<file path="config.mk">
export PLATFORM = sky130hd
export DESIGN_NAME = npu_cmd_scheduler
export DESIGN_NICKNAME = d
export VERILOG_FILES = /design/src/rtl/npu_cmd_scheduler.sv
export SDC_FILE = /design/constraint.sdc
export NUM_CORES = 1
export LEC_CHECK = 0
export ABC_AREA = 1
export CAP_MARGIN = 5
export CORE_UTILIZATION = 49
export DETAILED_ROUTE_END_ITERATION = 10
export PLACE_DENSITY = 0.91
export SKIP_LAST_GASP = 1
export SYNTH_ARGS = -nofsm -noshare
export SYNTH_HDL_FRONTEND = slang
export SYNTH_SLANG_ARGS = --single-unit
export TNS_END_PERCENT = 30
</file>
<file path="constraint.sdc">
create_clock -name clk -period 3.8 [get_ports clk]
set_input_delay 0.38 -clock clk [delete_from_list [all_inputs] [get_ports clk]]
set_output_delay 0.38 -clock clk [all_outputs]
set_load 0.01 [all_outputs]
</file>
<file path="src/rtl/npu_cmd_scheduler.sv">
`default_nettype none
// +--------------------------------------------------------------------------+
// | npu_cmd_scheduler: decodes host commands, dispatches START jobs, tracks  |
// | in-flight units, returns response words. Option: NPU_SCHED_TIMEOUT_EN.   |
// | Revision: 1.0                                                            |
// +--------------------------------------------------------------------------+
module npu_cmd_scheduler #(
    parameter int NUM_UNITS      = 4,
    parameter int TIMEOUT_CYCLES = 1024
) (
    input  logic                 clk,
    input  logic                 rst,
    input  logic [31:0]          cmd_data,
    input  logic                 cmd_valid,
    output logic                 cmd_ready,
    output logic [NUM_UNITS-1:0] unit_start,
    output logic [23:0]          unit_arg,
    input  logic [NUM_UNITS-1:0] unit_busy,
    input  logic [NUM_UNITS-1:0] unit_done,
    output logic [15:0]          resp_data,
    output logic                 resp_valid,
    input  logic                 resp_ready,
    output logic                 sched_idle,
    output logic                 err_sticky
);

    typedef enum logic [2:0] {
        S_IDLE      = 3'd0,
        S_DECODE    = 3'd1,
        S_DISPATCH  = 3'd2,
        S_WAIT_SYNC = 3'd3,
        S_RESP      = 3'd4
    } state_t;

    localparam logic [3:0] C_OP_NOP    = 4'd0;
    localparam logic [3:0] C_OP_START  = 4'd2;
    localparam logic [3:0] C_OP_SYNC   = 4'd3;
    localparam logic [3:0] C_OP_STATUS = 4'd4;
    localparam logic [4:0] C_NUM_UNITS = 5'(NUM_UNITS);

    state_t               r_state;
    state_t               w_state_nxt;
    logic [31:0]          r_cmd;
    logic [NUM_UNITS-1:0] r_inflight;
    logic [3:0]           r_outstanding;
    logic [NUM_UNITS-1:0] r_unit_start;
    logic [NUM_UNITS-1:0] w_unit_start_nxt;
    logic [23:0]          r_unit_arg;
    logic [23:0]          w_unit_arg_nxt;
    logic [15:0]          r_resp_data;
    logic [15:0]          w_resp_data_nxt;
    logic                 r_err_sticky;
    logic                 w_start_fire;

    logic [3:0]           w_op;
    logic [3:0]           w_tag;
    logic [NUM_UNITS-1:0] w_unit_mask;
    logic [NUM_UNITS-1:0] w_done_valid;
    logic [3:0]           w_done_cnt;
    logic                 w_stray;
    logic                 w_timeout;

    assign w_op  = r_cmd[31:28];
    assign w_tag = r_cmd[27:24];

    // One-hot of the addressed unit; all-zero when the tag is out of range.
    always_comb begin
        w_unit_mask = '0;
        for (int i = 0; i < NUM_UNITS; i++) begin
            w_unit_mask[i] = (w_tag == 4'(i));
        end
    end

    assign w_done_valid = unit_done & r_inflight;
    assign w_stray      = |(unit_done & ~r_inflight);

    always_comb begin
        w_done_cnt = 4'd0;
        for (int i = 0; i < NUM_UNITS; i++) begin
            w_done_cnt = w_done_cnt + {3'd0, w_done_valid[i]};
        end
    end

`ifdef NPU_SCHED_TIMEOUT_EN
    localparam int C_TO_W = $clog2(TIMEOUT_CYCLES + 1);
    logic [C_TO_W-1:0] r_to_cnt;

    // Restarts from zero on every entry into WAIT_SYNC.
    always_ff @(posedge clk) begin
        if (rst || (r_state != S_WAIT_SYNC)) begin
            r_to_cnt <= '0;
        end else begin
            r_to_cnt <= r_to_cnt + C_TO_W'(1);
        end
    end

    assign w_timeout = (r_to_cnt == C_TO_W'(TIMEOUT_CYCLES - 1));
`else
    assign w_timeout = 1'b0;
`endif

    always_comb begin
        w_state_nxt      = r_state;
        w_unit_start_nxt = '0;
        w_unit_arg_nxt   = r_unit_arg;
        w_resp_data_nxt  = r_resp_data;
        w_start_fire     = 1'b0;
        case (r_state)
            S_IDLE: begin
                if (cmd_valid) begin
                    w_state_nxt = S_DECODE;
                end
            end
            S_DECODE: begin
                case (w_op)
                    C_OP_NOP: w_state_nxt = S_IDLE;
                    C_OP_START: begin
                        if ({1'b0, w_tag} >= C_NUM_UNITS) begin
                            w_resp_data_nxt = {4'hF, w_op, 8'h01};
                            w_state_nxt     = S_RESP;
                        end else begin
                            w_state_nxt = S_DISPATCH;
                        end
                    end
                    C_OP_SYNC: w_state_nxt = S_WAIT_SYNC;
                    C_OP_STATUS: begin
                        w_resp_data_nxt = {w_op, w_tag, 8'(r_inflight)};
                        w_state_nxt     = S_RESP;
                    end
                    default: begin
                        w_resp_data_nxt = {4'hF, w_op, 8'h02};
                        w_state_nxt     = S_RESP;
                    end
                endcase
            end
            S_DISPATCH: begin
                if (((unit_busy | r_inflight) & w_unit_mask) == '0) begin
                    w_unit_start_nxt = w_unit_mask;
                    w_unit_arg_nxt   = r_cmd[23:0];
                    w_start_fire     = 1'b1;
                    w_state_nxt      = S_IDLE;
                end
            end
            S_WAIT_SYNC: begin
                if (r_outstanding == 4'd0) begin
                    w_resp_data_nxt = {C_OP_SYNC, w_tag, 8'h00};
                    w_state_nxt     = S_RESP;
                end else if (w_timeout) begin
                    w_resp_data_nxt = {4'hF, C_OP_SYNC, 8'h03};
                    w_state_nxt     = S_RESP;
                end
            end
            S_RESP: begin
                if (resp_ready) begin
                    w_state_nxt = S_IDLE;
                end
            end
            default: w_state_nxt = S_IDLE;
        endcase
    end

    always_ff @(posedge clk) begin
        if (rst) begin
            r_state      <= S_IDLE;
            r_cmd        <= '0;
            r_unit_start <= '0;
            r_unit_arg   <= '0;
            r_resp_data  <= '0;
        end else begin
            r_state      <= w_state_nxt;
            r_unit_start <= w_unit_start_nxt;
            r_unit_arg   <= w_unit_arg_nxt;
            r_resp_data  <= w_resp_data_nxt;
            if ((r_state == S_IDLE) && cmd_valid) begin
                r_cmd <= cmd_data;
            end
        end
    end

    // Completions retire in every state, concurrently with a dispatch.
    always_ff @(posedge clk) begin
        if (rst) begin
            r_inflight    <= '0;
            r_outstanding <= 4'd0;
            r_err_sticky  <= 1'b0;
        end else begin
            r_inflight    <= (r_inflight & ~w_done_valid) | w_unit_start_nxt;
            r_outstanding <= r_outstanding + {3'd0, w_start_fire} - w_done_cnt;
            if (w_stray) begin
                r_err_sticky <= 1'b1;
            end
        end
    end

    assign cmd_ready  = (r_state == S_IDLE);
    assign resp_valid = (r_state == S_RESP);
    assign resp_data  = r_resp_data;
    assign unit_start = r_unit_start;
    assign unit_arg   = r_unit_arg;
    assign sched_idle = (r_state == S_IDLE) && (r_outstanding == 4'd0);
    assign err_sticky = r_err_sticky;

endmodule
`default_nettype wire

</file>
### Word level (Yosys, flattened, before mapping)

Index checks and enable logic that the tools add are counted.
Widths: inputs -> output; s select.

* reductions and logical operators: 13
* equal/unequal tests: 16
* magnitude comparators: 1
* bitwise logic cells: 8
* add/subtract/negate cells: 5
* muxes and demuxes: 15

Operators with widths (number)
* $pmux 16 s3: 1
* $mux 16: 2
* $pmux 16 s2: 1
* $and 4x4->4: 4
* $eq 4x2->1 const B: 4
* $logic_not 4->1: 4
* $mux 3: 5
* $pmux 3 s5: 1
* $pmux 3 s3: 1
* $mux 4: 2
* $ne 2x2->1 const B: 4
* $not 4->4: 2
* $or 4x4->4: 2
* $reduce_and 4->1: 2
* $eq 3x2->1 const B: 2
* $add 3x1->4: 1
* $add 4x1->4: 1
* $eq 4x1->1 const B: 1
* $eq 4x3->1 const B: 1
* $ge 4x3->1 const B: 1
* $reduce_or 4->1: 1
* $sub 4x4->4: 1
* $add 2x1->3: 1
* $eq 3x1->1 const B: 1
* other kinds (10): 12

* bits of input ports: 44
* word-level logic and storage cells: 66
* output and inout port bits: 48
* register bits after elaboration: 88

### Depth between registers and ports, before layout

Gate-level depths: netlist of the first run.

* depth in word-level cells: 7
* depth in mapped cells: 17
* depth with buffers taken out: 16

### Worst setup path after synthesis of the first run

No wires, ideal clock.

* kind: input port to flip-flop
* start: input port unit_busy[1]
* end: register r_outstanding[3]
* setup time: 0.065 ns
* slack: 1.198 ns
* arrival: 2.537 ns
* stages: 17
* path buffers: 1
* required time: 3.735 ns
* cell sequence: inv_1 -> nand2_1 -> nand3_1 -> nand2_2 -> nor2_8 -> nand2_8 -> buf_12 -> fa_1 -> inv_1 -> ha_1 -> inv_1 -> fa_1 -> inv_1 -> ha_1 -> xor2_1 -> inv_1 -> nor2_1

* cells in the longest elaborated chain, start to end: 7

Ends and longest elaborated chain
* start: declaration: RTL line 18 `input logic [NUM_UNITS-1:0] unit_busy,`
* $or 4x4->4: RTL line 137 `if (((unit_busy | r_inflight) & w_unit_mask) == '0) begin`
* $and 4x4->4: RTL line 137
* $logic_not 4->1: RTL line 137
* $mux 1: RTL line 137
* $mux 1: RTL line 108 `case (r_state)`
* $add 4x1->4: RTL line 188 `r_outstanding <= r_outstanding + {3'd0, w_start_fire} - w_done_cnt;`
* $sub 4x4->4: RTL line 188
* end signal: assignment: RTL line 188
* end: declaration: RTL line 45 `logic [3:0] r_outstanding;`

No other way between the ends.
A chain may end at the register's enable or synchronous reset.

### Final worst setup path of the first run

* start: register r_cmd[25]
* end: register r_outstanding[3]

* cells in the longest elaborated chain, start to end: 7
* elaborated cells on any way between the ends: 10
* classes of those cells: add/sub: 2; eq/ne: 3; mux: 2; bitwise: 1; reduce/logical: 2

Ends and longest elaborated chain
* start: declaration: RTL line 43 `logic [31:0] r_cmd;`
* start signal: assignment: RTL line 175 `r_cmd <= cmd_data;`
* $eq 4x1->1, or another cell as far along: RTL line 70 `w_unit_mask[i] = (w_tag == 4'(i));`
* $and 4x4->4 *: RTL line 137
* $logic_not 4->1 *: RTL line 137
* $mux 1 *: RTL line 137
* $mux 1 *: RTL line 108
* $add 4x1->4 *: RTL line 188
* $sub 4x4->4 *: RTL line 188

Mark *: on every way between the ends. The rest lies on a longest branch, timed or not.

==> results.md, run 1 <==
* Post-synth EDFFs at 0
* WP data required at 4.10 ns
* N_diodes at 0
* Post-route DRC at 0
* CP peak stage delay at approximately 0.45 ns
* CTS clk-pin slew, worst paths at ~0.09 ns
* H-tree Lvls at 3
* Ranking of synthesized cells by area: dfxtp_1 45%, nand3_1 8.1%, nand2_1 7.6%
* Worst EP arrival at 3.08 ns
* CTS max path bufs at 2
* CP Capture Type: register
* Worst-Margin Slew at between 0.7 and 0.8 ns
* Starting Density at 0.510
* Initial antenna violation count at 0
* Hpwl dp at 6.21 mm
* Vias in the first global route at around 3200
* Status: finished, final reports clean
* Async S/R FF share, synth at 0
* Num Clock Sinks at 84
* Minimum clock period at 2.78 ns
* Num rows at 31
* Post-CTS sizing at 0
* Overall Global Routing Usage at 0.236
* Syn-to-layout area delta at 28.7%
* Clock power share at 0.302
* Period utilisation layout at 0.732
* Slowest cell on crit path: fa_1
* Synth Register Bits at between 80 and 90
* Commonest cells in the netlist: 84 x dfxtp_1, 75 x nand2_1, 60 x nand3_1
* Power Density at between 400 and 500 nW/um^2
* Lkg Pwr at around 1.8 nW
* CTS hold repair buffers at 0
* Switching power at between 600 and 700 uW
* IR drop worst, VDD at roughly 0.00028 V
* Util after Layout at 0.656
* Distinct cells, synth at 36
* Setup tns final at 0 ns
* Internal power at ~1.5 mW
* Final wirelength at roughly 9.0 mm
* Gpl congestion at roughly 0.87
* Max Cap Viol at 0
* Synth top area share at 0.455
* Achievable frequency at between 300 and 400 MHz
* CTS tree: yes
* Input/output buffers at 87
* CTS Buf Count at 9
* ANT nets after route at 0
* Die width at 88.9 um
* Die area at about 7900 um^2
* DRT iter0 DRCs at around 260
* Via density per instance at around 5.2
* Synth Area per Inst at roughly 8.1 um^2
* Fin. max-slew vios at 0
* Synth warn at 0
* Area of placed instances at approximately 4600 um^2
* Clock Skew at between 0.009 and 0.01 ns
* Layout cells sized above 1 at 0.155
* Die height at roughly 89 um
* Critical-path cell list: inv_1 -> nor2_1 -> nand3_1 -> nand2_2 -> nor2_8 -> nand2_8 -> fa_1 -> inv_1 -> ha_1 -> inv_1 -> fa_1 -> inv_1 -> ha_1 -> xor2_1 -> inv_1 -> nor2_1
* Non-filler cells, final at between 600 and 700
* GRT overflow at 0
* Finished Cell Area at roughly 4800 um^2
* DRT Pass-1 Iters at 5
* Primary FF master, synth: dfxtp_1
* Comb pwr share at 0.233
* Fin nets at between 500 and 600
* Yosys top cell by area: dfxtp_1
* Worst Path Max Fanout at 25
* Global-route wire length before repair at roughly 14 mm
* Startpoint types: register
* CORE AREA at 7250 um^2
* Slew HR at 0.499
* Hold Vio Cnt, Final at 0
* Total number of vias at ~3300
* Crit path top cell by count: inv_1
* Placed insts at between 600 and 700
* # IOs at 92
* Net Sw Frac at 0.319
* Register share of total power at 0.465
* Per-cell routed wire length at approximately 14 um
* Mapped Cells at between 400 and 500
* Final setup viols at 0
* Hold WS at approximately 0.47 ns
* CTS Root Cell: clkbuf_8
* Pin count of the biggest net entering global routing at 65
* Setup repair after global routing missed its margin: false
* Synthesized area at ~3700 um^2
* Hold WC Path Type: register to register
* CP Class: register to register
* Setup Buffers After CTS at 0
* Seq/Total Area, Yosys at 0.455
* Most common cell in the netlist: dfxtp_1
* Worst skew pair latency at about 0.36 ns
metal layers:
metal | GRT usage | wire length [um] | vias up
met4 | 0.116 | 219 | 0
met1 | 0.300 | 3970 | 1553
li1 | - | - | 1644
met2 | 0.394 | 4330 | 115
met5 | 0 | 0 | -
met3 | 0.0317 | 455 | 24
per-stage QoR:
step	total power, mW	setup slack [ns]
after floorplan	1.34	1.20
after global placement	1.48	0.810
after detailed placement	1.50	0.748
after CTS	2.14	1.03
after global routing	2.23	0.843
final	2.14	1.02
flip-flops by register name (all words and copies together), names as in the netlist:
name,flops
r_outstanding,4
r_inflight,4
unit_arg,24
r_state,3
resp_data,12
r_cmd,32
unit_start,4
err_sticky,1
logic make-up (layout without fill, tap and decap cells):
logic type,Yosys count,count (layout),share of synthesized area
flip-flops,84,84,0.455
other,1,4,0.00101
AO/OA/AOI/OAI,92,92,0.148
buffers and inverters,70,151,0.0911
adder cells (fa/ha/maj),7,7,0.0318
AND/OR/NAND/NOR,203,203,0.268
XOR/XNOR,2,2,0.00474
placed cells by master, fill, tap and decap left out, drive strengths merged, types with 4 or more instances in the layout:
cell type / count
clkdlybuf4s50: 86
buf: 6
a21oi: 69
o21ai: 20
nand3: 61
clkbuf: 9
nand2: 102
inv: 46
dfxtp: 84
nand4: 4
conb: 4
nor2: 32
fa: 4
final cells by class:
type,instances,area (um^2)
Clock inverter,7,73.8
Clock buffer,9,124
Fill cell,603,2500
Sequential cell,84,1680
Tap cell,99,124
Multi-Input combinational cell,308,1690
Timing Repair Buffer,92,903
Inverter,43,161
final timing paths:
path              startpoint                to  slack, ns  cells after the start
setup / recovery   r_cmd[25]  r_outstanding[3]       1.02                     16
hold / removal      r_cmd[5]          r_cmd[5]       0.47                      2
setup reg to reg   r_cmd[25]  r_outstanding[3]       1.02                     16
hold reg to reg     r_cmd[5]          r_cmd[5]       0.47                      2
power by group through the flow:
stage | Sequential (mW) | Combinational, mW | Clock [mW]
2_1_floorplan | 1.01 | 0.331 | 0
3_3_place_gp | 1.01 | 0.471 | 0
3_5_place_dp | 1.01 | 0.490 | 0
4_1_cts | 0.992 | 0.494 | 0.651
5_1_grt | 1.00 | 0.548 | 0.682
6_report | 0.994 | 0.497 | 0.645
worst max-delay path: cells and delay by family (launching register included):
family / cells / cell delay [ns]
flops: 1 / 0.43
buf+inv: 5 / 0.31
xor+xnor: 1 / 0.13
simple gates: 6 / 0.73
fa+ha+maj: 4 / 1.11
Power figures use the tool's default switching activity.
==> run 2: changes to the inputs <==
- CORE_UTILIZATION: 49 -> 44
- PLACE_DENSITY: 0.91 -> 0.86
- clock period: 3.8 -> 2.4 ns (I/O delays scaled with it)
==> run 2 against run 1 <==
The flow now finishes with violations (negative setup slack); setup slack got worse by 1.1 ns; die area increased by 11%; sequential power increased by 59%; global-route usage decreased by 2.1 points; utilization decreased by 4.6 points; design area increased by 4.9%; first-iteration DRC count decreased by 32%; clock power increased by 63%; fmax increased by 12%; hold slack got worse by 0.011 ns; critical path depth unchanged.
==> results.md, run 2 (same netlist as run 1, synthesis figures left out) <==
* Status: complete, but fails checks (was finished, final reports clean)
* Failing checks: negative setup slack
* Syn-to-layout area delta at 35.0% (was 28.7%)
* Gpl congestion at 0.876 (was 0.869)
* WP data required at 2.67 ns (was 4.10 ns)
* GRT overflow at 0 (unchanged)
* Num rows at 33 (was 31)
* Worst R2R Setup Slack at -0.07 ns (was 1.02 ns)
* Initial antenna violation count at 0 (unchanged)
* Met2 Resource Use GR at 0.366 (was 0.394)
* GRT busiest layer: met2 (unchanged)
* Commonest non-fill, non-tap cell in the layout: clkdlybuf4s50_1 (unchanged)
* Num Clock Sinks at 84 (unchanged)
* CTS Buf Count at 9 (unchanged)
* Net Sw Frac at 0.316 (was 0.319)
* H-tree Lvls at 3 (unchanged)
* Most frequent cells in the layout: 86 x clkdlybuf4s50_1, 78 x dfxtp_1, 75 x nand2_1 (was 86 x clkdlybuf4s50_1, 84 x dfxtp_1, 75 x nand2_1)
* CTS tree: yes (unchanged)
* Final wirelength at 9.18 mm (was 8.98 mm)
* PnR worst setup slack at -0.0737 ns (was 1.02 ns)
* CORE AREA at 8180 um^2 (was 7250 um^2)
* CTS max path bufs at 2 (unchanged)
* Filler cells at 669 (was 603)
* Worst EP arrival at 2.75 ns (was 3.08 ns)
* Worst hold path cell count at 4 (was 2)
* Final setup viols at 1 (was 0)
* CTS clk-pin slew, worst paths at 0.09 ns (about the same)
* Setup repair after global routing missed its margin: true (was false)
* Lkg Pwr at 1.89 nW (was 1.79 nW)
* Worst-Margin Slew at 0.735 ns (was 0.752 ns)
* Clock power share at 0.299 (was 0.302)
* DRT Pass-1 Iters at 4 (was 5)
* Worst Path Max Fanout at 5 (was 25)
* CTS Root Cell: clkbuf_8 (unchanged)
* Per-cell routed wire length at 13.8 um (was 14.0 um)
* IR drop worst, VDD at 0.000360 V (was 0.000282 V)
* Die area at 8770 um^2 (was 7890 um^2)
* Vias in the first global route at 3369 (was 3170)
* CP Capture Type: register (unchanged)
* CP Class: register to register (unchanged)
* Fin nets at 607 (was 589)
* Die width at 93.7 um (was 88.9 um)
* Internal power at 2.39 mW (was 1.45 mW)
* Clock Skew at 0.0107 ns (was 0.00943 ns)
* Post-route DRC at 0 (unchanged)
* N_diodes at 0 (unchanged)
* Die height at 93.7 um (was 88.9 um)
* ANT nets after route at 0 (unchanged)
* Minimum clock period at 2.47 ns (was 2.78 ns)
* Max Cap Viol at 0 (unchanged)
* Startpoint types: register (unchanged)
* # IOs at 92 (unchanged)
* Period utilisation layout at 1.03 (was 0.732)
* Critical-path cell list: inv_4 -> nor2_4 -> nand3_2 -> nand2_4 -> nor2_8 -> nand2_8 -> fa_1 -> inv_1 -> ha_2 -> inv_2 -> fa_2 -> inv_2 -> ha_4 -> xor2_1 -> inv_1 -> nor2_1 (was inv_1 -> nor2_1 -> nand3_1 -> nand2_2 -> nor2_8 -> nand2_8 -> fa_1 -> inv_1 -> ha_1 -> inv_1 -> fa_1 -> inv_1 -> ha_1 -> xor2_1 -> inv_1 -> nor2_1)
* Power Density at 702 nW/um^2 (was 449 nW/um^2)
* Starting Density at 0.452 (was 0.510)
* PnR Total Power at 3.50 mW (was 2.14 mW)
* CP peak stage delay at 0.41 ns (was 0.45 ns)
* Pin count of the biggest net entering global routing at 64 (was 65)
* DRT iter0 DRCs at 179 (was 262)
* Reg2Reg Depth at 16 (unchanged)
* Overall Global Routing Usage at 0.215 (was 0.236)
* Largest Register: r_cmd (unchanged)
* GRT met3 Usage at 0.0388 (was 0.0317)
* Achievable frequency at 404 MHz (was 359 MHz)
* CTS hold repair buffers at 0 (unchanged)
* Slew HR at 0.510 (was 0.499)
* Worst skew pair latency at 0.34 ns (was 0.36 ns)
* Slowest cell on crit path: dfxtp_4 (was fa_1)
* Comb pwr share at 0.249 (was 0.233)
* Fin. max-slew vios at 0 (unchanged)
* Hold WC Path Type: input pin to register (was register to register)
* Hold Vio Cnt, Final at 0 (unchanged)
* Register share of total power at 0.452 (was 0.465)
* Layout cells sized above 1 at 0.219 (was 0.155)
* Total number of vias at 3398 (was 3336)
* GR Util met1 at 0.266 (was 0.300)
* Hold WS at 0.457 ns (was 0.467 ns)
* Via density per instance at 5.10 (was 5.20)
* Hpwl dp at 6.31 mm (was 6.21 mm)
* Number of flip-flops under the largest register name at 32 (unchanged)
* Switching power at 1.11 mW (was 682 uW)
* Global-route wire length before repair at 15.0 mm (was 14.2 mm)
* Input/output buffers at 87 (unchanged)
[run 2: power groups by stage]
stage | Sequential [mW] | Combinational, mW | Clock, mW
after floorplan | 1.60 | 0.525 | 0
after global placement | 1.60 | 0.782 | 0
after detailed placement | 1.61 | 0.805 | 0
after CTS | 1.58 | 0.872 | 1.07
after global routing | 1.59 | 0.958 | 1.13
final | 1.58 | 0.874 | 1.05
[run 2: per-layer routing]
metal / vias to the layer above / wire length, um
met5: - / 0
li1: 1680 / -
met2: 115 / 4500
met4: 0 / 204
met1: 1582 / 4010
met3: 21 / 463
[run 2: area by class of cell]
type	instances	area, um^2	share of cell area
multi-input combinational	308	1750	0.351
sequential	84	1690	0.340
timing repair buffer	110	1040	0.208
inverter	43	166	0.0334
clock buffer	10	138	0.0276
tap	105	131	0.0263
clock inverter	6	70.1	0.0140
[run 2: critical path, delay by kind of cell, from the launching register on]
kind                     cells  cell delay (ns)
buffers and inverters        5             0.29
AND/OR/NAND/NOR              6             0.53
flip-flops                   1             0.41
adder cells (fa/ha/maj)      4             1.01
XOR/XNOR                     1             0.16
[run 2: timing repair]
item / 4_1_cts / 5_1_grt
resized for setup: 18 / 0
gates cloned: 0 / 0
setup endpoints to repair: 2 / 2
hold endpoints to repair: 0 / 0
pin swaps: 5 / 1
buffers inserted: 7 / 0
[run 2: through the flow]
stage	TNS, ns	util	instances	cell area, um^2	worst slack (ns)
final	-0.0737	0.610	666	4990	-0.0737
after global routing	-0.301	0.610	666	4990	-0.200
after CTS	-0.0261	0.610	666	4990	-0.0261
after detailed placement	-0.725	0.571	643	4670	-0.298
after global placement	-0.616	0.571	643	4670	-0.263
after floorplan	-0.233	-	462	3720	-0.121
[run 2: final timing paths]
kind	endpoint	from
hold / removal	resp_data[15]	rst
hold reg to reg	r_cmd[4]	r_cmd[4]
setup reg to reg	r_outstanding[3]	r_cmd[24]
setup / recovery	r_outstanding[3]	r_cmd[24]
==> run 3: changes to the inputs <==
- REMOVE_ABC_BUFFERS: default -> 1
- SLEW_MARGIN: default -> 20
==> run 3 against run 2 <==
The flow still finishes with violations (negative setup slack); clock power increased by 26%; fmax increased by 0.45%; largest cell class unchanged; wire length increased by 4.8%; flip-flop and latch count unchanged; critical path type unchanged; total power increased by 8.3%; utilization increased by 0.70 points; critical path depth decreased by 1.
==> results.md, run 3 (same netlist as run 1, synthesis figures left out) <==
* Num rows at 33 (unchanged)
* IR drop worst, VDD at 0.000377 V (was 0.000360 V)
* Worst Path Max Fanout at 7 (was 5)
* Layout cells sized above 1 at 0.210 (was 0.219)
* Hold Vio Cnt, Final at 0 (unchanged)
* Max Cap Viol at 0 (unchanged)
* WP data required at 2.70 ns (was 2.67 ns)
* Overall Global Routing Usage at 0.227 (was 0.215)
* PnR Total Power at 3.79 mW (was 3.50 mW)
* Hpwl dp at 6.43 mm (was 6.31 mm)
* Sequential standard cell area at 1690 um^2 (about the same)
* Die area at 8770 um^2 (unchanged)
* Largest Register: r_cmd (unchanged)
* CTS tree: yes (unchanged)
* Total number of vias at 3483 (was 3398)
* DRT Pass-1 Iters at 6 (was 4)
* Slowest cell on crit path: fa_1 (was dfxtp_4)
* Initial antenna violation count at 0 (unchanged)
* CORE AREA at 8180 um^2 (unchanged)
* CTS Buf Count at 9 (unchanged)
* Finished Cell Area at 5050 um^2 (was 4990 um^2)
* Die width at 93.7 um (unchanged)
* Syn-to-layout area delta at 36.6% (was 35.0%)
* Most frequent cells in the layout: 86 x clkdlybuf4s50_1, 80 x dfxtp_1, 75 x nand2_1 (was 86 x clkdlybuf4s50_1, 78 x dfxtp_1, 75 x nand2_1)
* Commonest non-fill, non-tap cell in the layout: clkdlybuf4s50_1 (unchanged)
* Vias in the first global route at 3365 (was 3369)
* Pin count of the biggest net entering global routing at 45 (was 64)
* Fin nets at 609 (was 607)
* Post-route DRC at 0 (unchanged)
* Lkg Pwr at 1.92 nW (was 1.89 nW)
* Failing checks: negative setup slack (unchanged)
* H-tree Lvls at 3 (unchanged)
* Via density per instance at 5.22 (was 5.10)
* Minimum clock period at 2.46 ns (was 2.47 ns)
* Num Clock Sinks at 84 (unchanged)
* Worst-Margin Slew at 0.568 ns (was 0.735 ns)
* Critical-path cell list: nor2_4 -> nand3_2 -> nand2_4 -> nor2_8 -> nand2_8 -> fa_1 -> inv_1 -> ha_1 -> inv_1 -> fa_2 -> inv_2 -> ha_4 -> xor2_2 -> inv_1 -> nor2_1 (was inv_4 -> nor2_4 -> nand3_2 -> nand2_4 -> nor2_8 -> nand2_8 -> fa_1 -> inv_1 -> ha_2 -> inv_2 -> fa_2 -> inv_2 -> ha_4 -> xor2_1 -> inv_1 -> nor2_1)
* Period utilisation layout at 1.03 (about the same)
* # IOs at 92 (unchanged)
* Clock Skew at 0.00783 ns (was 0.0107 ns)
* CP peak stage delay at 0.40 ns (was 0.41 ns)
* CTS max path bufs at 2 (unchanged)
* GRT overflow at 0 (unchanged)
* CP Class: register to register (unchanged)
* Setup repair after global routing missed its margin: true (unchanged)
* Multi-input gate area at 1750 um^2 (about the same)
* Achievable frequency at 406 MHz (was 404 MHz)
* Worst skew pair latency at 0.36 ns (was 0.34 ns)
* Filler cells at 718 (was 669)
* Setup tns final at -0.0625 ns (was -0.0737 ns)
* Status: complete, but fails checks (unchanged)
* Worst EP arrival at 2.76 ns (was 2.75 ns)
* DRT iter0 DRCs at 142 (was 179)
* Global-route wire length before repair at 15.6 mm (was 15.0 mm)
* Startpoint types: register (unchanged)
* ANT nets after route at 0 (unchanged)
* Hold WC Path Type: input pin to register (unchanged)
* Number of flip-flops under the largest register name at 32 (unchanged)
* CTS clk-pin slew, worst paths at 0.09 ns (about the same)
* Area of placed instances at 4690 um^2 (was 4670 um^2)
* Crit path top cell by count: inv_1
* Slew HR at 0.621 (was 0.510)
* CP Capture Type: register (unchanged)
* N_diodes at 0 (unchanged)
* Final wirelength at 9.61 mm (was 9.18 mm)
* CTS Root Cell: clkbuf_8 (unchanged)
* Gpl congestion at 0.855 (was 0.876)
* Power Density at 751 nW/um^2 (was 702 nW/um^2)
* Fin. max-slew vios at 0 (unchanged)
* Starting Density at 0.452 (unchanged)
* Per-cell routed wire length at 14.4 um (was 13.8 um)
* Die height at 93.7 um (unchanged)
* Input/output buffers at 87 (unchanged)
* Final setup viols at 1 (unchanged)
* PnR worst setup slack at -0.0625 ns (was -0.0737 ns)
-- run 3: cell count changes in the layout (fill, tap and decap cells not counted), moves of 2 or more --
cell	change
dfxtp_2	-2
inv_4	-2
clkinv_4	-2
inv_1	+3
buf_4	+2
dfxtp_1	+2
bufinv_16	+3
-- run 3: what timing repair did --
action	in CTS	in global routing
buffers inserted	3	0
pin swaps	7	5
hold buffers	0	0
resized for setup	16	5
setup endpoints to repair	3	2
-- run 3: worst paths after layout --
kind | to | slack, ns | cells past startpoint | startpoint
max reg2reg | r_outstanding[3] | -0.06 | 15 | r_cmd[26]
max | r_outstanding[3] | -0.06 | 15 | r_cmd[26]
min | r_outstanding[2] | 0.31 | 2 | rst
min reg2reg | resp_data[14] | 0.46 | 2 | resp_data[14]
-- run 3: cell type report --
| class | count | share of cell area |
|---|---|---|
| Tap cell | 105 | 0.0260 |
| Clock inverter | 6 | 0.0270 |
| Clock buffer | 9 | 0.0245 |
| Multi-Input combinational cell | 308 | 0.347 |
| Sequential cell | 84 | 0.335 |
| Inverter | 43 | 0.0320 |
| Timing Repair Buffer | 112 | 0.209 |
-- run 3: per-stage QoR --
stage                     utilization  std cells  setup WS (ns)  hold WS (ns)
after detailed placement        0.574        649         -0.497         0.454
after CTS                       0.615        667         -0.101         0.292
after floorplan                     -        435         -0.287         0.302
after global routing            0.617        667         -0.233         0.313
final                           0.617        667        -0.0625         0.306
after global placement          0.574        649         -0.325         0.448
-- run 3: power breakdown --
| part | total [mW] | switching [mW] | internal [mW] |
|---|---|---|---|
| Sequential | 1.58 | 0.0740 | 1.50 |
| Combinational | 0.899 | 0.516 | 0.383 |
| Clock | 1.32 | 0.523 | 0.794 |
-- run 3: worst max-delay path, delay by kind of cell, from the launching register on --
| family | cells | cell delay, ns |
|---|---|---|
| adder cells (fa/ha/maj) | 4 | 1.00 |
| AND/OR/NAND/NOR | 6 | 0.66 |
| buffers and inverters | 4 | 0.25 |
| flip-flops | 1 | 0.34 |
| XOR/XNOR | 1 | 0.14 |
-- run 3: per-layer routing --
metal | vias up | wire length (um) | track usage
met5 | - | 0 | 0
met4 | 0 | 208 | 0.0962
met3 | 23 | 632 | 0.0510
met2 | 131 | 4900 | 0.401
met1 | 1639 | 3880 | 0.265
li1 | 1690 | - | -
==> variant 1: new RTL, settings of run 1 <==
The parameter `NUM_UNITS` goes from 4 to 8.
--- a/src/rtl/npu_cmd_scheduler.sv
+++ b/src/rtl/npu_cmd_scheduler.sv
@@ -6,5 +6,5 @@
 // +--------------------------------------------------------------------------+
 module npu_cmd_scheduler #(
-    parameter int NUM_UNITS      = 4,
+    parameter int NUM_UNITS      = 8,
     parameter int TIMEOUT_CYCLES = 1024
 ) (
Interface: changed (resized unit_busy, unit_done and unit_start); port bits go from 92 to 104. No check against the original RTL was run, so the function may have changed too.
==> variant 1 against run 1 <==
  * Clock power grew 43%
  * Worst hold slack got worse by 0.0025 ns
  * Non-clock buffer count up 18
  * Die area rose by 10%
  * Wire length increased by 17%
  * Worst setup slack got worse by 0.83 ns
  * Synthesized area grew 10%
  * Critical path depth down 1
  * Maximum frequency decreased by 23%
  * Cell area is 14% higher
  * Utilization rose by 3.4 points
  * Sequential cell count is 12 higher
  * Total power rose by 12%
  * Largest power group unchanged
==> variant 1: results (changes against run 1) <==
Route
  – DR iter-0 viols: 212 (-19%)
  – Final wirelength: 10500 um (+17%)

Synth
  – Post-Synth Adder-Cell Area: 5.09% (+1.9 points)
  – Syn Inst Count: 547 (+19%)
  – Largest cells by area after synthesis: dfxtp_1 47%, nand2_1 14%, a21oi_1 8.7%
  – Sequential share of the synthesized area: 47.1% (+1.6 points)
  – Post-synth top cells: 151 x nand2_1, 96 x dfxtp_1, 71 x a21oi_1
  – Post-synthesis cell type count: 30 (-17%)

Power
  – Comb group: 0.000369 W (-26%)
  – Static Leak: 2.24 nW (+25%)
  – Psw: 0.000605 W (-11%)
  – Clk pwr share: 38.8% (+8.6 points)

STA
  – Slew HR: 21.1% (-29 points)

Placement
  – # port buffers: 103 (+18%)
  – Post-Place Cell Area: 5150 um2 (+13%)
  – Inst Count DP: 734 (+17%)
  – Dpl ws: -0.225 ns (-0.973 ns)
  – Global placement routability congestion: 0.860 (-0.99%)

Status
  – Status: complete, no violations

Global route
  – Number of global-route vias before repair: 3819 (+20%)
  – Global router's overall resource usage: 25.4% (+1.8 points)
  – First-pass GRT wire length: 17200 um (+21%)

Setup path
  – Slowest cell delay on critical path: 0.51 ns (+0.06 ns)
  – Critical Path AT: 3.91 ns (+0.83 ns)

Cells and area
  – Layout cells sized above 1: 6.02% (-9.5 points)
  – Nets: 708 (+20%)
==> variant 1: cell types whose count changed in the layout (fill, tap and decap cells not counted), sizes merged, moves of 6 or more <==
cell / run 1 / this run
clkdlybuf4s50: 86 / 102
dfxtp: 84 / 96
inv: 46 / 64
nand2: 102 / 153
nand3: 61 / 46
nor2: 32 / 43
o21ai: 20 / 26
==> variant 1: layout make-up <==
type                       instances  area (um2)
sequential                        96        1920
inverter                          64         245
fill                             607        2450
clock inverter                     7         168
multi-input combinational        362        1780
clock buffer                       9         124
timing repair buffer             110        1080
tap                              102         128
==> variant 1: layer usage <==
metal	global-route usage (%)	share of wire, %	up-vias
li1	-	-	1926
met1	30.3	42	1834
met2	44.3	50	178
met3	4.47	6.1	22
met4	11.5	1.9	0
met5	0	0	-
==> variant 1: logic make-up (layout without fill, tap and decap cells) <==
logic type      Yosys count  after routing
fa+ha+maj                13             13
compound gates          102            102
flops                    96             96
buf+inv                  89            190
simple gates            245            245
xor+xnor                  2              2
==> variant 1: worst paths after layout <==
check                              startpoint                to  slack [ns]  cells after the start
worst max-delay path             unit_done[6]  r_outstanding[3]        0.19                     15
worst min-delay path                r_cmd[16]         r_cmd[16]        0.46                      2
worst max register to register  r_inflight[6]  r_outstanding[3]        0.31                     14
worst min register to register      r_cmd[16]         r_cmd[16]        0.46                      2
==> variant 1: tightest hold or removal path: stages (launching register included) <==
cell	delay [ns]
dfxtp_1	0.32
nand2_1	0.06
a21oi_1	0.05
==> variant 1: through the flow <==
step | power, W | util (%) | hold slack, ns
floorplan | 0.00132 | - | 0.439
global placement | 0.00146 | 65.3 | 0.445
detailed placement | 0.00147 | 65.3 | 0.454
CTS | 0.00239 | 69.0 | 0.465
global route | 0.00248 | 69.0 | 0.477
finish | 0.00238 | 69.0 | 0.465
==> variant 2: new RTL, settings of run 1 <==
Without the edit above. Re-encode `state_t` (5 states) as one-hot, 5 bits wide.
--- a/src/rtl/npu_cmd_scheduler.sv
+++ b/src/rtl/npu_cmd_scheduler.sv
@@ -25,10 +25,10 @@
 );
 
-    typedef enum logic [2:0] {
-        S_IDLE      = 3'd0,
-        S_DECODE    = 3'd1,
-        S_DISPATCH  = 3'd2,
-        S_WAIT_SYNC = 3'd3,
-        S_RESP      = 3'd4
+    typedef enum logic [4:0] {
+        S_IDLE      = 5'b00001,
+        S_DECODE    = 5'b00010,
+        S_DISPATCH  = 5'b00100,
+        S_WAIT_SYNC = 5'b01000,
+        S_RESP      = 5'b10000
     } state_t;
 
Behaviour: no difference found for any inputs over 4 cycles, from zero or initial values and one cycle with rst high; so few cycles prove little.
==> variant 2 against run 1 <==
  * Wire length fell by 0.28%
  * Global-route usage rose by 0.28 points
  * Synthesized area fell by 0.24%
  * Total power rose by 31%
  * Worst setup slack got worse by 0.043 ns
  * Sequential share of layout area rose by 0.83 points
  * Cell count rose by 4.5%
  * Cell area barely moved
  * Sequential cell count rose by 2
  * Critical endpoint unchanged
  * Largest cell class is now sequential cells
  * Highest routed layer unchanged
==> variant 2: results (changes against run 1) <==
Status
  – Status: complete, no violations

Synth
  – Flops & latches, synth: 86 (+2.4%)
  – Largest cells by area after synthesis: dfxtp_1 47%, nor2_1 8.7%, nand2_1 7.4%
  – Async SR Flop Fraction: 0% (unchanged)
  – Sequential share of the synthesized area: 46.7% (+1.2 points)
  – Post-synthesis cell type count: 34 (-5.6%)
  – Post-synth top cells: 86 x dfxtp_1, 85 x nor2_1, 73 x nand2_1
  – Syn. warnings: 0 (unchanged)

Cells and area
  – Largest Register: r_cmd
  – Layout non-clock buf frac: 18.9% (-0.058 points)
  – Signal inverters: 56 (+30%)
  – Multi-input gate area: 1590 um2 (-5.7%)
  – Multi-input combinational cell count: 323 (+4.9%)
  – Total area of sequential cells: 1720 um2 (+2.4%)
  – Bufs w/o clock: 91 (-1.1%)
  – Layout clock buffer count: 10 (+1)
  – P&R area growth vs syn: 29.0%
  – Nets: 618 (+4.9%)
  – Clock-cell share: 4.34% (+0.18 points)
  – Antenna diodes: 0 (unchanged)
  – Layout cells sized above 1: 7.17% (-8.3 points)
  – Fillcell total: 607 (+0.66%)

Route
  – DR WL met2: 4570 um (+5.6%)
  – DR iter-0 viols: 202 (-23%)
  – DR vias: 3487 (+4.5%)
  – First drt pass iteration count: 7 (+2)
  – Met1 wire length: 3690 um (-7.2%)
  – Final wirelength: 8960 um (-0.28%)
  – Met3 wire len: 426 um (-6.4%)

Hold path
  – Hold Path Sink: r_cmd[8]
  – Worst hold start: r_cmd[8]

Setup path
  – CP max FO: 26 (+4.0%)
  – Critical Path AT: 3.11 ns (+0.03 ns)
  – FF-to-FF setup slack: 0.98 ns (-0.04 ns)
  – R2r startpoint: r_state[1]
  – Worst Path Class, Setup: reg -> reg
  – Slowest cell delay on critical path: 0.49 ns (+0.04 ns)
  – Cells on worst reg2reg path: 14 (-2)

Placement
  – Global placement routability congestion: 0.872 (+0.44%)
  – DP HPWL: 6220 um (+0.13%)
  – Post-Place Cell Area: 4550 um2 (-0.16%)

Power
  – Maximum VDD drop: 0.267 mV (-5.4%)
  – Static Leak: 1.95 nW (+9.0%)

STA
  – Slew HR: 20.6% (-29 points)
  – Clk_skew: 0.00960 ns (+0.000163 ns)

Global route
  – Global router's overall resource usage: 23.8% (+0.28 points)
  – GRT met1 Usage: 27.8% (-2.2 points)
  – Met2 Resource Use GR: 42.2% (+2.8 points)
  – First-pass GRT wire length: 14400 um (+1.1%)
  – GR Util met3: 3.82% (+0.65 points)
  – Pin count of the biggest net entering global routing: 40 (-38%)
  – Number of global-route vias before repair: 3308 (+4.4%)

Clock network
  – Postcts setup bufs: 0 (unchanged)
  – Clock Pin Slew Worst Setup and Hold Paths: 0.09 ns (about the same)
  – H-tree depth: 3 (unchanged)
  – CTS Buf Count: 9 (unchanged)

Floorplanning
  – DIE WIDTH: 88.7 um (-0.12%)
-- variant 2: power breakdown --
part	switching, W	internal [W]	total, W
registers	0.0000975	0.00105	0.00115
logic	0.000601	0.000383	0.000985
clock network	0.000331	0.000326	0.000657
-- variant 2: logic make-up after synthesis --
family / after synthesis / share of synthesized area, %
AOI/OAI and AO/OA: 87 / 12.1
adders and majority gates: 7 / 3.19
buffers and inverters: 83 / 10.4
and+or+nand+nor: 223 / 27.0
DFF: 86 / 46.7
other: 1 / 0.102
xor gates and xnor gates: 2 / 0.475
-- variant 2: metrics by stage --
| stage | std cells | setup WS [ns] | total power [W] | hold slack, ns |
|---|---|---|---|---|
| final | 671 | 0.975 | 0.00279 | 0.461 |
| after global routing | 671 | 0.722 | 0.00296 | 0.484 |
| after detailed placement | 655 | 0.696 | 0.00214 | 0.450 |
| after global placement | 655 | 0.815 | 0.00208 | 0.445 |
| after floorplan | 492 | 1.25 | 0.00185 | 0.436 |
| after CTS | 671 | 0.961 | 0.00279 | 0.464 |
